[config.mk]
export PLATFORM = sky130hd
export DESIGN_NAME = fetch_decode_unit
export DESIGN_NICKNAME = d
export VERILOG_FILES = /design/src/rtl/fetch_decode_pkg.sv /design/src/rtl/inst_decoder.sv /design/src/rtl/fetch_decode_unit.sv
export SDC_FILE = /design/constraint.sdc
export NUM_CORES = 1
export LEC_CHECK = 0
export BUFFER_PORTS_ARGS = -buffer_cell sky130_fd_sc_hd__buf_2
export CAP_MARGIN = 5
export CORE_UTILIZATION = 37
export DETAILED_ROUTE_END_ITERATION = 10
export GPL_ROUTABILITY_DRIVEN = 0
export SETUP_SLACK_MARGIN = 0.05
export SLEW_MARGIN = 10
export SYNTH_ARGS = -nofsm -noshare
export SYNTH_HDL_FRONTEND = slang
export SYNTH_HIERARCHICAL = 1
export SYNTH_SLANG_ARGS = --single-unit
[constraint.sdc]
create_clock -name i_clk -period 2.7 [get_ports i_clk]
set_input_delay 0.135 -clock i_clk [delete_from_list [all_inputs] [get_ports i_clk]]
set_output_delay 0.135 -clock i_clk [all_outputs]
set_load 0.005 [all_outputs]
[src/rtl/fetch_decode_pkg.sv]
// Shared constants for the fetch/decode front end: FSM encodings, field layout,
// instruction types. FETCH_PC_INC_EN (optional) makes pc_next = latched pc + 1.
package fetch_decode_pkg;

  localparam int DATA_W   = 8;
  localparam int ADDR_W   = 8;
  localparam int OPND_W   = 6;
  localparam int TYPE_MSB = 7;
  localparam int TYPE_LSB = 6;
  localparam int OPND_MSB = 5;

  localparam logic [1:0] ST_IDLE = 2'd0;
  localparam logic [1:0] ST_ADDR = 2'd1;
  localparam logic [1:0] ST_DATA = 2'd2;
  localparam logic [1:0] ST_DEC  = 2'd3;

  typedef enum logic [1:0] {
    TYPE_LOAD  = 2'b00,
    TYPE_STORE = 2'b01,
    TYPE_ALU   = 2'b10,
    TYPE_JUMP  = 2'b11
  } inst_type_e;

endpackage

[src/rtl/inst_decoder.sv]
// Combinational field split of one 8-bit instruction; the top registers these.
module inst_decoder
  import fetch_decode_pkg::*;
(
  input  logic [DATA_W-1:0] i_inst,
  output logic [1:0]        o_type,
  output logic [OPND_W-1:0] o_addr,
  output logic              o_srcdst
);

  assign o_type   = i_inst[TYPE_MSB:TYPE_LSB];
  assign o_addr   = i_inst[OPND_MSB:0];
  // Only a STORE writes memory; LOAD/ALU/JUMP treat memory as source or not at all.
  assign o_srcdst = (i_inst[TYPE_MSB:TYPE_LSB] == TYPE_STORE);

endmodule

[src/rtl/fetch_decode_unit.sv]
// Four-state fetch/decode front end: IDLE -> ADDR -> DATA -> DEC -> IDLE.
// `define FETCH_PC_INC_EN to make pc_next the latched pc plus one (mod 256).
module fetch_decode_unit
  import fetch_decode_pkg::*;
(
  input  logic              i_clk,
  input  logic              i_rst,
  input  logic              i_fetch_en,
  input  logic [ADDR_W-1:0] i_pc,
  input  logic [DATA_W-1:0] i_data_in,
  output logic [ADDR_W-1:0] o_addr,
  output logic [DATA_W-1:0] o_inst_out,
  output logic              o_fetch_ready,
  output logic [ADDR_W-1:0] o_pc_next,
  output logic [1:0]        o_inst_type,
  output logic [OPND_W-1:0] o_dec_addr,
  output logic              o_srcdst,
  output logic              o_decode_ready,
  output logic              o_busy
);

  logic [1:0]        r_state;
  logic [ADDR_W-1:0] r_pc;
  logic [ADDR_W-1:0] r_addr;
  logic [DATA_W-1:0] r_inst;
  logic [ADDR_W-1:0] r_pc_next;
  logic [1:0]        r_type;
  logic [OPND_W-1:0] r_dec_addr;
  logic              r_srcdst;
  logic              r_fetch_ready;
  logic              r_decode_ready;

  logic [1:0]        w_type;
  logic [OPND_W-1:0] w_dec_addr;
  logic              w_srcdst;
  logic [ADDR_W-1:0] w_pc_next;

  inst_decoder u_dec (
    .i_inst   (r_inst),
    .o_type   (w_type),
    .o_addr   (w_dec_addr),
    .o_srcdst (w_srcdst)
  );

`ifdef FETCH_PC_INC_EN
  assign w_pc_next = r_pc + 8'd1;
`else
  assign w_pc_next = r_pc;
`endif

  always_ff @(posedge i_clk) begin
    if (i_rst) begin
      r_state        <= ST_IDLE;
      r_pc           <= '0;
      r_addr         <= '0;
      r_inst         <= '0;
      r_pc_next      <= '0;
      r_type         <= '0;
      r_dec_addr     <= '0;
      r_srcdst       <= 1'b0;
      r_fetch_ready  <= 1'b0;
      r_decode_ready <= 1'b0;
    end else begin
      r_fetch_ready  <= 1'b0;
      r_decode_ready <= 1'b0;
      case (r_state)
        ST_IDLE: begin
          // pc is captured here so later pc motion cannot disturb this fetch
          if (i_fetch_en) begin
            r_pc    <= i_pc;
            r_addr  <= i_pc;
            r_state <= ST_ADDR;
          end
        end
        ST_ADDR: r_state <= ST_DATA;
        ST_DATA: begin
          r_inst        <= i_data_in;
          r_pc_next     <= w_pc_next;
          r_fetch_ready <= 1'b1;
          r_state       <= ST_DEC;
        end
        ST_DEC: begin
          r_type         <= w_type;
          r_dec_addr     <= w_dec_addr;
          r_srcdst       <= w_srcdst;
          r_decode_ready <= 1'b1;
          r_state        <= ST_IDLE;
        end
        default: r_state <= ST_IDLE;
      endcase
    end
  end

  assign o_addr         = r_addr;
  assign o_inst_out     = r_inst;
  assign o_fetch_ready  = r_fetch_ready;
  assign o_pc_next      = r_pc_next;
  assign o_inst_type    = r_type;
  assign o_dec_addr     = r_dec_addr;
  assign o_srcdst       = r_srcdst;
  assign o_decode_ready = r_decode_ready;
  assign o_busy         = (r_state != ST_IDLE);

endmodule

After elaboration in Yosys (flattened, before gate mapping)
Index checks and enable logic that the tools add are counted.
{ "classes": {"n_eq_ne": 5, "muxes": 4, "reduce_logical": 3} }
{ "op_table": {"columns": ["op", "n"], "rows": [
  ["$pmux 2 s4", 1],
  ["$eq 2x1->1 const B", 2],
  ["$eq 2x2->1 const B", 2],
  ["$logic_not 2->1", 1],
  ["$mux 1", 2],
  ["$mux 2", 1],
  ["$ne 2x2->1 const B", 1],
  ["$reduce_and 2->1", 1],
  ["$reduce_bool 2->1", 1]
]} }
{ "totals": {"elab_cells": 21, "out_inout_bits": 36, "reg_bits": 37} }

Depth between registers and ports, before layout
Gate-level depths: netlist of run 1.
{ "logic_depth": {"word_depth": 2, "mapped_depth": 6, "mapped_depth_nobuf": 5} }

Cells and area by module
Netlist of run 1, hierarchy kept.
{ "by_module_without_submodules": {"columns": ["module", "seq_area_each_um2", "area_each_um2", "cells_per_inst", "instances"], "rows": [
  ["fetch_decode_unit", 740.7, 1432.6, 138, 1],
  ["inst_decoder", 0.0, 73.8, 9, 1]
]} }

Least setup slack after synthesis of run 1
Ideal clock, no wire load.
{ "synth_timing": {"kind": "flip-flop to flip-flop", "startpoint": "register r_state[0]", "endpoint": "register r_inst[0] (netlist: o_inst_out[0])", "setup_ns": 0.117, "t_arrival_ns": 1.114, "stages_incl_launch_ff": 7, "required_ns": 2.583, "path_slack_ns": 1.469, "synth_period_minus_slack_ns": 1.231, "path_cell_list": "dfxtp_1 inv_1 ha_1 buf_6 buf_12 mux2i_1 nor2_1"} }
{ "synth_between": {"elab_chain_cells": 1} }
{ "synth_lines": {"columns": ["item", "line", "rtl"], "rows": [
  ["start, declared", "fetch_decode_unit.sv:22", "logic [1:0] r_state;"],
  ["start signal, assigned", "fetch_decode_unit.sv:53", "r_state <= ST_IDLE;"],
  ["start signal, assigned", "fetch_decode_unit.sv:72", "r_state <= ST_ADDR;"],
  ["start signal, assigned", "fetch_decode_unit.sv:75", "ST_ADDR: r_state <= ST_DATA;"],
  ["$eq 2x2->1", "fetch_decode_unit.sv:66", "case (r_state)"],
  ["end signal, assigned", "fetch_decode_unit.sv:77", "r_inst <= i_data_in;"],
  ["end, declared", "fetch_decode_unit.sv:25", "logic [DATA_W-1:0] r_inst;"]
]} }
Every way passes these cells.
A chain may end at the register's enable or synchronous reset.

Final worst setup path of run 1
{ "layout_timing": {"startpoint": "register r_state[0]", "endpoint": "register r_pc_next[7] (netlist: o_pc_next[7])"} }
{ "layout_between": {"elab_chain_cells": 1} }
{ "layout_lines": {"columns": ["item", "line", "rtl"], "rows": [
  ["$eq 2x2->1", "fetch_decode_unit.sv:66", null],
  ["end signal, assigned", "fetch_decode_unit.sv:78", "r_pc_next <= w_pc_next;"],
  ["end, declared", "fetch_decode_unit.sv:26", "logic [ADDR_W-1:0] r_pc_next;"]
]} }
Every way passes these cells.

==> impl.org, run 1 <==
** Yosys
- When the netlist entered floorplanning its net count stood at between 150 and 200.
- Top cell type by total area after synthesis :: dfxtp_1
- By area the synthesized netlist is led by dfxtp_1, mux2i_1, nor2_1.
- After synthesis, the mean cell area works out to 10.25 um2.
- Synthesis handed over a netlist of roughly 150 instances.
- Yosys printed 6 warnings.
- Netlist area before placement :: approximately 1500 um2
- Sequential elements use a little under 50% of the synthesized area.
- In this run the biggest area consumer among cell types represents 49.17% of the synthesized area.
- Counting distinct cell types in the post-synthesis netlist gives 18.
- Register bit total from synthesis :: 37

** Clocking
- TritonCTS built the clock tree.
- After clock tree synthesis, the flow added hold-fix buffers numbering 0.
- Number of instances resized during post-cts repair :: 0
- Cell chosen for the clock root :: clkbuf_8
- The clock passes through at most 2 buffers.
- For the worst-skew pair, the clock arrives at the later sink with an insertion delay of roughly 0.28 ns.
- Buffers added to address setup during post-CTS repair amount to 0.
- Clock buffers created by TritonCTS :: 5
- In this run the number of H-tree levels came out at 2.
- Clock sink total :: 37
- Clock-pin slew was measured on the worst setup and hold paths at about 0.070 ns.

** Timing
- Worst clock skew on the final layout :: around 0.0048 ns
- Setup violations remaining at the end of the flow were counted as 0.
- Smallest setup slack after layout :: 1.070 ns
- For the pin with the worst max-slew slack, the measured transition is 0.6519 ns.
- Setup repair after global routing missed its margin :: false
- Across all hold checks on the routed design, the worst slack comes to 0.08548 ns.
- Final-report max-slew violation count :: 0
- Counting I/O delays and the setup requirement, the final critical path takes approximately 1.6 ns.
- The final critical path takes up roughly three fifths of the cycle.
- Adding up every negative setup slack in the final design gives 0 ns.
- Timing would allow up to around 600 MHz.
- The worst pin sits at a relative slew slack of between 50% and 60%.
- The hold violation count in the final report is 0.

** Power
- Summed over all nets, the switching power comes to ~0.47 mW.
- The share of total power dissipated in the clock network is a little under a third.
- Summed over all cells, the static leakage comes to ~0.85 nW.
- Combinational power share :: 26.6%
- Of the total power, the share spent switching nets is 29.49%.
- Power comes to around 1.6 mW.
- The internal power of the cells totals roughly 1.1 mW.
- In this run the power density over the cells is 865.0 nW/um2.
- VDD IR max :: 0.3745 mV
- Proportion of power drawn by flip-flops and latches :: 42.7%

** GRT
- Global-route wire length before repair :: around 5 mm
- Summed over all layers, the global routing overflow is 0.
- The via count of the first global-routing pass is between 1,000 and 1,500.
- Entering global routing, the biggest net connects 38 pins.
- Number of antenna violations at the first check in global routing :: 0
- Across every metal layer, demand over resource in global routing totals approximately 15%.

** Layout
- Layout cell share with drive strength beyond 1 :: roughly a third
- 0 antenna diodes ended up in the layout.
- From synthesis to final layout, the design area changed by 21.01%.
- Final Net Count :: around 220
- Cells fill 48.34% of the core in the end.
- The count of cells in the finished layout, fillers not included, comes to 241.
- Once layout is done, the placed cells without fillers occupy 1823 um2.

** Critical path
- Cell at the slowest stage of the critical path :: ha_1
- Counting cells, the worst reg-to-reg path comes to 5.
- STA puts the critical path data required time at about 2.8 ns.
- The worst setup path is launched from a flip-flop.
- Start-to-end type of the worst setup path :: reg -> reg
- List of cells traversed by the critical path :: inv_1 -> ha_1 -> buf_4 -> mux2i_1 -> nor2_1
- Nature of the critical path endpoint :: flip-flop
- The largest single stage delay on the critical path is 0.44 ns.
- The worst register-to-register path begins at r_state[0]$_SDFFE_PP0P_.
- Crit-path max FO :: 9
- In this run the critical register-to-register path is captured at o_pc_next[7]$_SDFFE_PP0N_.
- For the worst setup path, the data arrival time is 1.77 ns.
- Setup slack, reg-to-reg :: roughly 1.1 ns

** Die
- From bottom edge to top edge, the die measures approximately 66 um.
- Total I/O pin count :: between 50 and 60
- In this run the standard cell core region covers around 3800 um2.
- Number of cell rows :: 22
- The floorplan step defined a die boundary enclosing between 4000 and 5000 um2.
- Initial core utilization :: roughly two fifths
- Die boundary width :: roughly 66 um

** Hold path
- Number of instances on the worst hold path :: 3
- The tightest min-delay check is of the in -> reg type.
- Hold path start :: i_data_in[5]
- Worst Hold End :: o_inst_out[5]$_SDFFE_PP0N_

** Routing
- Total wire length :: about 3 mm
- The pre-antenna-repair detailed-routing pass consisted of 3 iterations.
- Ratio of routed vias to standard cells :: 4.564
- # DRC :: 0
- After the first detailed-routing iteration, the DRC count stood at around 50.
- Total number of vias :: 1,100
- Wire length per cell after detailed routing :: approximately 12 um
- The detail route stage leaves a number of antenna-violating nets equal to 0.

** Placement
- Placed cell count :: about 230
- Half-perimeter wire length after placement :: 2.122 mm
- I/O Buffers :: 54
- Worst Setup Slack post-DPL :: about 1.1 ns
- After detailed placement, the total cell area comes to approximately 1700 um2.

** Run status
- Run status :: complete, no violations

** Job
- Max Cap Viol :: 0
## flip-flops by register name, summed over array words and instances (netlist names)
name            cells
o_inst_type         2
o_fetch_ready       1
o_srcdst            1
o_decode_ready      1
o_inst_out          8
r_state             2
o_pc_next           8
o_addr              8
o_dec_addr          6
## logic make-up after synthesis
kind of cell    after synthesis  synth area share [%]
compound gates                9                 3.488
fa+ha+maj                     6                 4.983
buf+inv                      20                 9.884
flops                        37                 49.17
mux                          26                 17.28
simple gates                 49                 15.20
## worst max path at each step
stage / startpoint / endpoint / slack, ns / cells after the start
2_1_floorplan: r_state[0]$_SDFFE_PP0P_ / o_inst_out[0]$_SDFFE_PP0N_ / 1.47 / 6
3_3_place_gp: r_state[0]$_SDFFE_PP0P_ / o_pc_next[1]$_SDFFE_PP0N_ / 1.15 / 5
3_5_place_dp: r_state[0]$_SDFFE_PP0P_ / o_pc_next[7]$_SDFFE_PP0N_ / 1.06 / 5
4_1_cts: r_state[0]$_SDFFE_PP0P_ / o_pc_next[7]$_SDFFE_PP0N_ / 1.04 / 5
5_1_grt: r_state[0]$_SDFFE_PP0P_ / o_pc_next[1]$_SDFFE_PP0N_ / 0.92 / 5
6_report: r_state[0]$_SDFFE_PP0P_ / o_pc_next[7]$_SDFFE_PP0N_ / 1.07 / 5
## cell usage in the layout, fill, tap and decap left out, drive strengths merged
cell	instances
nand2b	1
a211oi	1
dfxtp	37
clkbuf	7
nor2b	3
a21oi	8
bufinv	1
ha	6
nand3	8
nand2	9
nor2	28
buf	55
mux2i	26
inv	3
## cell type report
cell class	instances	area (um2)
repair buffers	55	277.8
inverters	3	11.26
fillers	358	1948
flip-flops and latches	37	740.7
clock buffers	7	86.33
well taps	48	60.06
clock inverters	1	30.03
multi-input cells	90	616.8
## worst max-delay path, delay by kind of cell, from the launching register on
kind	cells	cell delay, ns
AND/OR/NAND/NOR	1	0.06
adder cells (fa/ha/maj)	1	0.44
buffers and inverters	2	0.42
flip-flops	1	0.35
multiplexers	1	0.21
## routing by layer
layer  share of wire (%)  track usage, %  vias up
li1                    -               -      560
met5                   0               0        -
met3                 8.8           7.931        6
met4                 1.8           5.707        0
met2                  42           23.72       45
met1                  47           17.72      489
## power by group through the flow
| stage | combinational (mW) | sequential, mW | clock [mW] |
|---|---|---|---|
| floorplan | 0.366 | 0.680 | 0 |
| global placement | 0.413 | 0.683 | 0 |
| detailed placement | 0.426 | 0.687 | 0 |
| CTS | 0.428 | 0.675 | 0.500 |
| global route | 0.471 | 0.684 | 0.529 |
| finish | 0.420 | 0.674 | 0.484 |
## synth_stat cells
cell	number
a211oi_2	1
a21oi_1	8
buf_12	1
buf_2	4
buf_4	10
buf_6	2
dfxtp_1	37
ha_1	6
inv_1	3
mux2i_1	26
nand2_1	8
nand2_4	1
nand2b_4	1
nand3_1	8
nor2_1	27
nor2_2	1
nor2b_1	2
nor2b_4	1
Note: power is estimated with default switching activity, not from simulation.
==> run 2, diff against run 1 <==
==> constraint.sdc (replaced) <==
create_clock -name i_clk -period 1.7 [get_ports i_clk]
set_input_delay 0.085 -clock i_clk [delete_from_list [all_inputs] [get_ports i_clk]]
set_output_delay 0.085 -clock i_clk [all_outputs]
set_load 0.005 [all_outputs]
==> run 2 against run 1 <==
Sequential share of layout area is 0.20 points higher. Worst setup slack worse by 0.80 ns. Register-to-register slack worse by 0.70 ns. Combinational power grew 71%. Non-clock buffer count up 3. Final cell count rose by 1.2%. Sequential power rose by 57%. Critical path depth down 1. First-iteration DRC count is 8.2% higher. Routed wire length rose by 0.31%.
==> impl.org, run 2 (synthesis results as in run 1) <==
** Die
- Core region area :: 3771 um2
- From bottom edge to top edge, the die measures around 66 um.
- Total I/O pin count :: between 50 and 60
- Number of cell rows :: 22
- Initial core utilization :: about 40%
- Die boundary width :: between 60 and 70 um
- Floorplan die area :: between 4000 and 5000 um2

** Timing
- In the final timing run, aggregate negative setup slack is 0 ns.
- Final-report max-slew violation count :: 0
- The clock arrives with ~0.0072 ns of skew.
- Slew headroom :: 56.46%
- The hold violation count in the final report is 0.
- Setup violations remaining at the end of the flow were counted as 0.
- For the pin with the worst max-slew slack, the measured transition is 0.6531 ns.
- Setup repair after global routing left no endpoint under its margin.
- Highest clock rate :: 697.7 MHz
- Worst hold slack :: ~0.033 ns
- The final critical path takes up ~84% of the cycle.
- Final worst path period need :: approximately 1.4 ns

** Clocking
- Cell chosen for the clock root :: clkbuf_8
- Clock tree from TritonCTS :: done
- Maximum root-to-sink buffer count :: 2
- The clock reaches the later pin of the worst-skew pair after between 0.2 and 0.3 ns.
- Clock input transition at the sequential cells of the worst setup and hold paths :: roughly 0.070 ns
- CTS saw 37 sinks.
- Clock buffers created by TritonCTS :: 5
- The H-tree generated during clock tree synthesis spans 2 levels.

** Layout
- The top cell types in the final layout, fill and taps aside, are buf_2, dfxtp_1, nor2_1, mux2i_1.
- Leaving out fill and tap cells, the most frequent cell in the layout is buf_2.
- Antenna cells :: 0
- After the last flow step, the layout net total stands at between 200 and 250.
- In the final layout, the share of cells above drive strength 1 is between 30% and 40%.
- Synthesis-to-finish area growth :: 20.43%

** Routing
- First-pass DRT Iterations :: 4
- Number of nets with antenna violations after routing :: 0
- After detailed routing, the total wire length is between 2 and 3 mm.
- Wire length per cell after detailed routing :: 12.01 um
- Total number of vias :: 1,126
- In the routed layout, each cell is associated on average with a via count of 4.615.
- After the first detailed-routing iteration, the DRC count stood at 53.
- In the routed design, unresolved DRC markers number 0.

** Critical path
- The critical path in this run is classified as reg -> out.
- Along the worst path, the maximum fanout reaches 11.
- The worst setup path is captured at an output pin.
- At the worst endpoint, the arrival time is between 1 and 1.5 ns.
- Startpoint types :: flip-flop
- STA puts the critical path data required time at between 1.5 and 2 ns.

** Placement
- Detailed placement ended at an HPWL of roughly 2.1 mm.
- During placement, the flow inserted port buffers numbering 54.

** GRT
- Pin count of the biggest net entering global routing :: 38
- Global-route usage over all layers :: ~15%
- Total grt overflow :: 0
- The number of antenna violations at the first check in global routing came to 0.
- The first global-routing pass estimated roughly 4.8 mm of wire.
- The via count of the first global-routing pass was about 1,100.

** Job
- Max Cap Viol :: 0

** Power
- Standby leakage power :: 0.8499 nW
- VDD IR max :: ~0.58 mV
- Dividing total power by cell area gives a power density of approximately 1300 nW/um2.

** Run status
- The flow ran to the end, and the final reports show no timing, DRC or antenna violations.

** Hold path
- The min-delay analysis places its worst path in the category in -> reg.
run 2: changes by cell type in the layout (fill, tap and decap cells not counted):
| cell | previous run | this run |
|---|---|---|
| buf_4 | 1 | 4 |
| bufinv_16 | 1 | 0 |
| clkbuf_8 | 6 | 5 |
| clkinv_2 | 0 | 2 |
| ha_1 | 6 | 5 |
| ha_2 | 0 | 1 |
run 2: stage by stage:
step           power (mW)  instances  instance area (um2)  utilization [%]  worst slack (ns)
2_1_floorplan       1.661        147                 1506                -            0.4691
3_3_place_gp        1.769        236                 1729            45.85            0.3317
3_5_place_dp        1.803        236                 1729            45.85            0.2463
4_1_cts             2.396        244                 1812            48.04           0.09752
5_1_grt             2.526        244                 1814            48.11            0.1506
6_report            2.362        244                 1814            48.11            0.2668
run 2: worst paths after layout:
check,from,to,slack (ns),cells past startpoint
max,r_state[0]$_SDFFE_PP0P_,o_busy,0.27,4
min,i_data_in[7],o_inst_out[7]$_SDFFE_PP0N_,0.03,3
max reg2reg,r_state[0]$_SDFFE_PP0P_,o_inst_out[4]$_SDFFE_PP0N_,0.37,5
min reg2reg,o_addr[5]$_SDFFE_PP0P_,o_addr[5]$_SDFFE_PP0P_,0.48,2
run 2: cell type report:
type                       count  area [um2]
fill                         350        1957
sequential                    37       740.7
multi-input combinational     90       619.3
timing repair buffer          58       300.3
clock buffer                   6       72.57
tap                           48       60.06
inverter                       3       11.26
clock inverter                 2       10.01
run 2: layer usage:
layer,up-vias,routed length [um],global-route usage [%]
met5,-,0,0
met4,0,57,8.152
met3,6,197,3.621
met2,49,1340,24.23
met1,507,1336,17.36
li1,564,-,-
run 2: worst max-delay path: stages (launching register included):
cell,delay (ns)
dfxtp_1,0.35
inv_1,0.14
ha_2,0.37
inv_1,0.07
buf_2,0.13
run 2: power breakdown:
group / switching, mW / leakage [nW] / internal, mW
combinational: 0.376 / 0.505 / 0.341
sequential: 0.0888 / 0.300 / 0.975
clock: 0.297 / 0.0450 / 0.284
total: 0.762 / 0.850 / 1.60
run 2: what timing repair did:
action,4_1_cts,5_1_grt
hold buffers,0,0
setup endpoints to repair,0,1
buffers inserted,0,0
gates resized for setup,0,1
==> run 3, diff against run 2 <==
--- a/config.mk
+++ b/config.mk
@@ -10,6 +10,7 @@
 export CORE_UTILIZATION = 37
 export DETAILED_ROUTE_END_ITERATION = 10
 export GPL_ROUTABILITY_DRIVEN = 0
+export PLACE_DENSITY = 0.65
 export SETUP_SLACK_MARGIN = 0.05
 export SLEW_MARGIN = 10
 export SYNTH_ARGS = -nofsm -noshare
==> constraint.sdc (replaced) <==
create_clock -name i_clk -period 1.2 [get_ports i_clk]
set_input_delay 0.06 -clock i_clk [delete_from_list [all_inputs] [get_ports i_clk]]
set_output_delay 0.06 -clock i_clk [all_outputs]
set_load 0.005 [all_outputs]
==> run 3 against run 2 <==
Critical path depth increased by 1. Combinational power rose by 110%. Worst setup slack worse by 0.24 ns. Register-to-register slack worse by 0.34 ns. Clock skew decreased by 0.0028 ns. Routed wire length rose by 2.8%. Clock power is 62% higher. Via count is 2.9% higher. Largest power group unchanged.
==> impl.org, run 3 (synthesis results as in run 1) <==
** Timing
- Setup repair after global routing could not meet its margin everywhere.
- Total setup violations reported at the end of the flow :: 0
- For the pin with the worst max-slew slack, the measured transition is 0.1976 ns.
- The clock arrives with between 0.004 and 0.005 ns of skew.
- The count of pins over their slew limit came to 0.
- The hold violation count in the final report is 0.
- Highest clock rate :: ~850 MHz
- In this run the tightest slew margin relative to its limit is between 80 and 90%.
- Final worst path period need :: 1.174 ns
- Period utilisation layout :: just under 100%

** Layout
- Relative to the synthesized area, the layout overhead comes to 34.14%.
- Layout cell share with drive strength beyond 1 :: between 40% and 50%
- The repair_antennas step left the layout with diodes totalling 0.
- Final design utilization :: about 54%
- Commonest non-fill, non-tap cell in the layout :: buf_2
- Final Net Count :: 230
- Finished layout cell area :: a little over 2000 um2
- In the layout the commonest cells are buf_2, dfxtp_1, nor2_1, mux2i_1.
- The filler cells instantiated in the layout total between 300 and 400.

** GRT
- Number of antenna violations at the first check in global routing :: 0
- Entering global routing, the biggest net connects 38 pins.
- Global routing finished with a remaining overflow of 0.
- Global-route wire length before repair :: 4.933 mm
- Global-route usage over all layers :: ~15%
- The via count of the first global-routing pass is ~1,100.

** Die
- Die extent in y :: approximately 66 um
- Initial core utilization :: between 30 and 40%
- 55 I/O pins were placed.
- The floorplan step defined a die boundary enclosing 4331 um2.
- In this run the core area contains 22 standard-cell rows.
- Core region area :: approximately 3800 um2
- Die boundary width :: between 60 and 70 um

** Power
- Net switching is 30.51% of the power.
- Registers are responsible for between 30% and 40% of the overall power.
- Total internal power :: around 2.8 mW
- In this run the power density over the cells is approximately 2000 nW/um2.
- Combinational power share :: a little under two fifths
- Overall power consumption after layout is estimated at about 4.0 mW.
- Fraction of power consumed by the clock network :: between 20% and 30%
- Switching power of the nets :: ~1.2 mW
- The worst-case IR drop observed on VDD is 1.254 mV.
- Standby leakage power :: a little over 0.9 nW

** Clocking
- Clock buffers created by TritonCTS :: 5
- TritonCTS built the clock tree.
- CTS placed an instance of clkbuf_8 at the clock tree root.
- Htree depth :: 2
- At the later pin of the worst-skew pair, clock insertion delay measures roughly 0.28 ns.
- For this design, the CTS-stage hold fixing added 0 buffers.
- Clock tree synthesis found a total of 37 sinks.
- After clock tree synthesis, the clock-pin slew on the worst setup and hold paths is approximately 0.07 ns.
- Maximum root-to-sink buffer count :: 2

** Critical path
- The worst setup path is launched from a flip-flop.
- Along the worst path, the maximum fanout reaches 5.
- For the worst setup path, the data required time is around 1.4 ns.
- The setup path with the least slack is of type reg -> reg.
- Nature of the critical path endpoint :: flip-flop
- Crit path arrival time :: around 1.4 ns

** Routing
- # DRC :: 0
- Total wire length :: ~3 mm
- After detailed routing, the number of vias per cell comes to ~4.6.
- The count of nets left with antenna violations once routing finished came out at 0.
- The detailed router placed about 1,200 vias in this run.
- Detailed Route Iter0 Violations :: 41
- First-pass DRT Iterations :: 4
- Wire length per cell after detailed routing :: 11.86 um

** Placement
- Input and output buffers added on the ports amount to 54.
- Half-perimeter wire length after placement :: between 1.5 and 2 mm
- Total placed instance area :: 1809 um2

** Run status
- The run finished with clean final reports.

** Hold path
- In this run the worst hold path is classified as in -> reg.

** Job
- The tool flagged a number of max-cap violations equal to 0.
[run 3: changes by cell type in the layout (fill, tap and decap cells not counted), sizes merged]
cell	delta
buf	+9
clkbuf	+2
clkinv	-1
[run 3: critical path, stage by stage (launching register included)]
cell and delay (ns):
dfxtp_4 0.39, buf_6 0.11, ha_4 0.17, clkbuf_16 0.15, mux2i_1 0.18, nor2_1 0.06
[run 3: area by class of cell]
type / instances / area (um2) / share of cell area, %
repair buffers: 68 / 450.4 / 22.29
clock inverters: 1 / 5.005 / 0.2477
clock buffers: 7 / 96.34 / 4.768
flip-flops and latches: 37 / 748.2 / 37.03
inverters: 3 / 18.77 / 0.9288
multi-input cells: 90 / 641.9 / 31.76
well taps: 48 / 60.06 / 2.972
[run 3: final timing paths]
| kind | startpoint | endpoint | slack [ns] | cells after the start |
|---|---|---|---|---|
| worst max-delay path | r_state[1]$_SDFFE_PP0P_ | o_pc_next[2]$_SDFFE_PP0N_ | 0.03 | 5 |
| worst min-delay path | i_data_in[0] | o_inst_out[0]$_SDFFE_PP0N_ | 0.02 | 3 |
| worst max register to register | r_state[1]$_SDFFE_PP0P_ | o_pc_next[2]$_SDFFE_PP0N_ | 0.03 | 5 |
| worst min register to register | o_addr[6]$_SDFFE_PP0P_ | o_addr[6]$_SDFFE_PP0P_ | 0.48 | 2 |
[run 3: what timing repair did]
action | CTS | global route
gates resized for setup | 10 | 1
pin swaps | 1 | 9
endpoints found under the setup margin | 20 | 27
cloned | 0 | 1
buffers inserted | 4 | 3
[run 3: power groups by stage]
stage	registers (mW)	logic, mW	clock network [mW]
2_1_floorplan	1.54	0.837	0
3_3_place_gp	1.54	1.17	0
3_5_place_dp	1.54	1.17	0
4_1_cts	1.54	1.36	0.971
5_1_grt	1.56	1.64	1.04
6_report	1.54	1.50	0.939
[run 3: through the flow]
stage | worst slack, ns | instances | hold slack, ns | TNS, ns
finish | 0.02578 | 254 | 0.01913 | 0
global route | -0.02316 | 254 | 0.004886 | -0.2121
CTS | -0.005039 | 250 | 0.006737 | -0.005039
detailed placement | -0.03674 | 238 | 0.3069 | -0.08560
global placement | 0.01963 | 238 | 0.3017 | 0
floorplan | 0.06418 | 147 | 0.2072 | 0
[run 3: per-layer routing]
metal  GRT usage [%]  part of all wire [%]  vias to the layer above
li1                -                     -                      590
met1           17.97                    47                      514
met2           23.72                    43                       49
met3           7.241                   7.7                        6
met4           7.337                   1.6                        0
met5               0                     0                        -
